$ cat config.mk
export PLATFORM = sky130hd
export DESIGN_NAME = uart_mem_loader
export DESIGN_NICKNAME = d
export VERILOG_FILES = /design/src/rtl/uart_mem_loader.sv
export SDC_FILE = /design/constraint.sdc
export NUM_CORES = 1
export LEC_CHECK = 0
export CAP_MARGIN = 20
export CORE_ASPECT_RATIO = 0.75
export CORE_MARGIN = 4
export CORE_UTILIZATION = 56
export DETAILED_ROUTE_END_ITERATION = 8
export PLACE_DENSITY = 0.83
export SLEW_MARGIN = 40
export SYNTH_ARGS = -nofsm -noshare
export SYNTH_HDL_FRONTEND = slang
export SYNTH_SLANG_ARGS = --single-unit
$ cat constraint.sdc
create_clock -name clock -period 3.2 [get_ports clock]
set_input_delay 0.32 -clock clock [delete_from_list [all_inputs] [get_ports clock]]
set_output_delay 0.32 -clock clock [all_outputs]
set_load 0.01 [all_outputs]
$ cat src/rtl/uart_mem_loader.sv
// UART-to-memory loader: takes a 16-bit little-endian word count followed by
// little-endian 32-bit words from a byte stream and writes them to consecutive
// word addresses starting at BASE_ADDR, one single-cycle write strobe per word.
module uart_mem_loader #(
    parameter logic [31:0] BASE_ADDR      = 32'h0000_0000,
    parameter int unsigned MAX_WORDS      = 16384,
    parameter int unsigned TIMEOUT_CYCLES = 1000000
) (
    input  logic        clock,
    input  logic        reset,
    input  logic        start,
    input  logic        rx_valid,
    input  logic [7:0]  rx_data,
    output logic        memWrite,
    output logic [31:0] address,
    output logic [31:0] writeData,
    output logic        busy,
    output logic        done,
    output logic        error,
    output logic [15:0] words_written
);

    localparam logic [2:0] S_IDLE   = 3'd0;
    localparam logic [2:0] S_LEN_LO = 3'd1;
    localparam logic [2:0] S_LEN_HI = 3'd2;
    localparam logic [2:0] S_DATA   = 3'd3;
    localparam logic [2:0] S_WRITE  = 3'd4;
    localparam logic [2:0] S_DONE   = 3'd5;
    localparam logic [2:0] S_ERROR  = 3'd6;

    logic [2:0]  state_q, state_d;
    logic [15:0] len_q, len_d;
    logic [1:0]  byte_idx_q, byte_idx_d;
    logic [23:0] word_q, word_d;      // lower three bytes of the word being assembled
    logic [31:0] wdata_q, wdata_d;
    logic [31:0] addr_q, addr_d;
    logic [15:0] count_q, count_d;
    logic [31:0] timer_q, timer_d;

    logic [15:0] new_len;
    logic        timed_out;
    logic [15:0] count_inc;

    assign new_len   = {rx_data, len_q[7:0]};
    // True on the cycle that would complete TIMEOUT_CYCLES idle cycles.
    assign timed_out = (timer_q + 32'd1) >= TIMEOUT_CYCLES;
    assign count_inc = count_q + 16'd1;

    // Next-state logic for the loader FSM and its datapath registers.
    always_comb begin
        state_d    = state_q;
        len_d      = len_q;
        byte_idx_d = byte_idx_q;
        word_d     = word_q;
        wdata_d    = wdata_q;
        addr_d     = addr_q;
        count_d    = count_q;
        timer_d    = timer_q;

        case (state_q)
            S_IDLE, S_DONE, S_ERROR: begin
                // Bytes arriving here are dropped, including one coincident with start.
                if (start) begin
                    state_d    = S_LEN_LO;
                    addr_d     = BASE_ADDR;
                    count_d    = 16'd0;
                    timer_d    = 32'd0;
                    byte_idx_d = 2'd0;
                end
            end
            S_LEN_LO: begin
                if (rx_valid) begin
                    len_d[7:0] = rx_data;
                    timer_d    = 32'd0;
                    state_d    = S_LEN_HI;
                end else if (timed_out) begin
                    state_d = S_ERROR;
                end else begin
                    timer_d = timer_q + 32'd1;
                end
            end
            S_LEN_HI: begin
                if (rx_valid) begin
                    len_d      = new_len;
                    timer_d    = 32'd0;
                    byte_idx_d = 2'd0;
                    if (new_len == 16'd0) begin
                        state_d = S_DONE;
                    end else if ({16'd0, new_len} > MAX_WORDS) begin
                        state_d = S_ERROR;
                    end else begin
                        state_d = S_DATA;
                    end
                end else if (timed_out) begin
                    state_d = S_ERROR;
                end else begin
                    timer_d = timer_q + 32'd1;
                end
            end
            S_DATA: begin
                if (rx_valid) begin
                    timer_d    = 32'd0;
                    byte_idx_d = byte_idx_q + 2'd1;
                    case (byte_idx_q)
                        2'd0: word_d[7:0]   = rx_data;
                        2'd1: word_d[15:8]  = rx_data;
                        2'd2: word_d[23:16] = rx_data;
                        default: begin
                            wdata_d = {rx_data, word_q};
                            state_d = S_WRITE;
                        end
                    endcase
                end else if (timed_out) begin
                    state_d = S_ERROR;
                end else begin
                    timer_d = timer_q + 32'd1;
                end
            end
            S_WRITE: begin
                count_d = count_inc;
                timer_d = 32'd0;
                if (count_inc == len_q) begin
                    state_d = S_DONE;
                end else begin
                    // A byte arriving during the write is the next word's byte 0.
                    addr_d  = addr_q + 32'd4;
                    state_d = S_DATA;
                    if (rx_valid) begin
                        word_d[7:0] = rx_data;
                        byte_idx_d  = 2'd1;
                    end else begin
                        byte_idx_d  = 2'd0;
                    end
                end
            end
            default: state_d = S_IDLE;
        endcase
    end

    // State registers with synchronous active-high reset.
    always_ff @(posedge clock) begin
        if (reset) begin
            state_q    <= S_IDLE;
            len_q      <= 16'd0;
            byte_idx_q <= 2'd0;
            word_q     <= 24'd0;
            wdata_q    <= 32'd0;
            addr_q     <= BASE_ADDR;
            count_q    <= 16'd0;
            timer_q    <= 32'd0;
        end else begin
            state_q    <= state_d;
            len_q      <= len_d;
            byte_idx_q <= byte_idx_d;
            word_q     <= word_d;
            wdata_q    <= wdata_d;
            addr_q     <= addr_d;
            count_q    <= count_d;
            timer_q    <= timer_d;
        end
    end

    // Status and bus outputs decoded from state.
    always_comb begin
        memWrite      = (state_q == S_WRITE);
        busy          = (state_q == S_LEN_LO) || (state_q == S_LEN_HI) ||
                        (state_q == S_DATA)   || (state_q == S_WRITE);
        done          = (state_q == S_DONE);
        error         = (state_q == S_ERROR);
        address       = addr_q;
        writeData     = wdata_q;
        words_written = count_q;
    end

endmodule

==> impl_metrics.csv <==
group,metric,value,unit
outcome,outcome,"completed",
critical_path,slowest_stage,"or4b_4",
die,dieArea,16200,um2
clocking,root_buffer,"clkbuf_16",
critical_path,cp.arrival,3280,ps
final_layout,area.growth.synth_to_final,22.1,%
critical_path,cp-start-kind,"flip-flop",
detailed_routing,met2_length,9.21,mm
final_layout,final_util,0.704,
grt,antenna_found_initial,0,
placed_design,post-place-ws,305,ps
clocking,ctsLongestPathBuffers,2,
sta,fin_crit,2950,ps
flow_run,maxCapViolations,0,
logic_synthesis,netlist_top_cells_area,"dfxtp_1 (39%), nand2_1 (7.5%), a21oi_1 (5.7%)",
detailed_routing,viasPerCell,6.22,
logic_synthesis,synth_top_cell_area_share,0.390,
detailed_routing,post_drt_wl_per_cell,16.9,um
logic_synthesis,syn-cell-area,7960,um2
placed_design,port_buffers,93,
sta,worstMarginPinSlew,761,ps
final_layout,diodes,0,
placed_design,gp_congestion,0.875,
sta,relSlewSlack,0.493,
detailed_routing,wirelength,21.1,mm
sta,clock_skew,7.96,ps
grt,first_global_vias,7182,
sta,finalCritPeriodShare,0.923,
sta,hold_viol,0,
detailed_routing,wl_met1,9.75,mm
detailed_routing,ant_nets,0,
detailed_routing,first_iter_violations,795,
die,ioPinCount,96,
logic_synthesis,synth_edf_count,0,
clocking,cts_setup_buffers,0,
pwr,power.switching,0.00131,W
logic_synthesis,synthFlopType,"dfxtp_1",
logic_synthesis,yosysMostFrequentCell,"nand2_1",
clocking,cts_tree,"done",
clocking,numCtsBuffers,17,
grt,grt_max_degree,84,
clocking,clk_latency,430,ps
logic_synthesis,ys_types,76,
final_layout,finish.net_count,1085,
final_layout,drive_above_1_share,0.0853,
critical_path,worstPathCellList,"nand4_1, or3_4, a211oi_2, o21ai_1, or4b_4, nor3_4, buf_12, o311ai_0, o41ai_1",
die,die_height,111,um
placed_design,dp_hpwl,14.2,mm
critical_path,worstSetupPathType,"flip-flop to flip-flop",
sta,tns,0,ps
detailed_routing,drc,0,
logic_synthesis,async_flop_share,0,
die,initial_core_util,0.577,
die,num_rows,37,
final_layout,final_area,9720,um2
grt,gr-total-overflow,0,
min_path,hold_class,"input port to flip-flop",
logic_synthesis,yosysSeqAreaShare,0.390,
sta,setup_violations,0,
critical_path,cp.required,3530,ps
detailed_routing,firstDrtPassIters,5,
grt,grt_first_pass_wirelength,35.3,mm
detailed_routing,dr.max_layer_used,"met4",
placed_design,post_dp_cell_area,9100,um2
logic_synthesis,syn_avg_cell_area,8.04,um2
clocking,numClockSinks,155,
sta,drv_slew,0,
pwr,switching_share,0.281,
grt,track_usage,0.260,
logic_synthesis,synth_common_cells,"nand2_1 (159), dfxtp_1 (155), a21oi_1 (91), clkbuf_1 (56), nor2_1 (52)",
detailed_routing,vias,7795,
sta,rsz0062_at_grt,"false",
pwr,p_clk_frac,0.442,
pwr,power_frac_seq,0.432,
critical_path,cp-end-kind,"flip-flop",
pwr,irDropWorstVdd,471,uV
pwr,power_leakage,3.51,nW
logic_synthesis,yosys.area.top_type,"dfxtp_1",
die,die_w,146,um
logic_synthesis,synth_cells,990,
pwr,comb_power_share,0.127,
logic_synthesis,ys_warn_count,0,
sta,finalWorstSetupSlack,246,ps
logic_synthesis,ys_ff_latch,155,
critical_path,cpPeakStageDelay,540,ps
detailed_routing,wl_met3,1.82,mm
die,core_region_area,13800,um2
critical_path,critPathMaxFanout,54,
clocking,clkTransAtPathRegs,70,ps
clocking,htree_levels,4,
pwr,p_int,0.00335,W
pwr,power.density,480,nW/um2
sta,fmax,339,MHz
-- metrics by stage --
stage / hold WS (ps) / instances / power (W)
5_1_grt: 274 / 1253 / 0.00483
6_report: 267 / 1253 / 0.00466
4_1_cts: 251 / 1253 / 0.00467
2_1_floorplan: 432 / 991 / 0.00244
3_5_place_dp: 444 / 1222 / 0.00263
3_3_place_gp: 441 / 1222 / 0.00262
-- power groups by stage --
stage                     registers, W  clock network [W]  logic, W
after floorplan                0.00203                  0  0.000411
after global placement         0.00205                  0  0.000569
after detailed placement       0.00205                  0  0.000576
after CTS                      0.00201            0.00208  0.000583
after global routing           0.00202            0.00216  0.000652
final                          0.00201            0.00206  0.000591
-- registers in the layout, summed over array words and instances (netlist names) --
name and flops:
writeData 32, words_written 16, word_q 24, len_q 16, byte_idx_q 2, address 30
state_q 3, timer_q 32
-- worst paths after layout --
path	from	end	slack (ps)	cells past startpoint
hold / removal	reset	words_written[13]	270	2
setup reg to reg	words_written[12]	address[17]	250	9
hold reg to reg	writeData[10]	writeData[10]	450	2
setup / recovery	words_written[12]	address[17]	250	9
-- worst max-delay path, delay by kind of cell (launching register included) --
| kind | cells | cell delay, ps |
|---|---|---|
| flip-flops | 1 | 480 |
| AND/OR/NAND/NOR | 4 | 1500 |
| AO/OA/AOI/OAI | 4 | 620 |
| buffers and inverters | 1 | 250 |
-- layout by cell type (no fill, tap or decap), types with 22 or more instances in the layout --
cell	count
clkdlybuf4s50_1	92
mux2i_1	32
dfxtp_1	155
o211ai_1	27
nand2_1	159
buf_4	37
nand3_1	29
o31ai_1	24
nor2_1	52
and3_1	30
a21oi_1	90
nand2b_1	32
o21ai_0	22
nand4_1	25
-- what timing repair did --
action                     CTS  global route
hold buffers                 0             0
resized for setup            0             4
setup endpoints to repair    0            11
-- per-layer routing --
| metal | vias up | track usage |
|---|---|---|
| li1 | 3770 | - |
| met1 | 3683 | 0.370 |
| met2 | 304 | 0.384 |
| met3 | 38 | 0.0687 |
| met4 | 0 | 0.0886 |
| met5 | - | 0 |
-- layout make-up --
| type | instances | area, um2 |
|---|---|---|
| clock buffer | 18 | 439 |
| timing repair buffer | 131 | 1240 |
| fill | 1076 | 4080 |
| clock inverter | 13 | 159 |
| tap | 175 | 219 |
| sequential | 155 | 3100 |
| multi-input combinational | 745 | 4500 |
| inverter | 16 | 60.1 |
-- cell families (layout without fill, tap and decap cells) --
logic type      count (synthesis)  in the layout  share of synthesized area
mux                            33             33                     0.0417
fa+ha+maj                       7              7                     0.0110
other cells                     1              2                   0.000471
xor+xnor                       21             21                     0.0231
buf+inv                        91            178                     0.0490
simple gates                  439            439                      0.287
flops                         155            155                      0.390
compound gates                243            243                      0.198
Note: power is estimated with default switching activity, not from simulation.
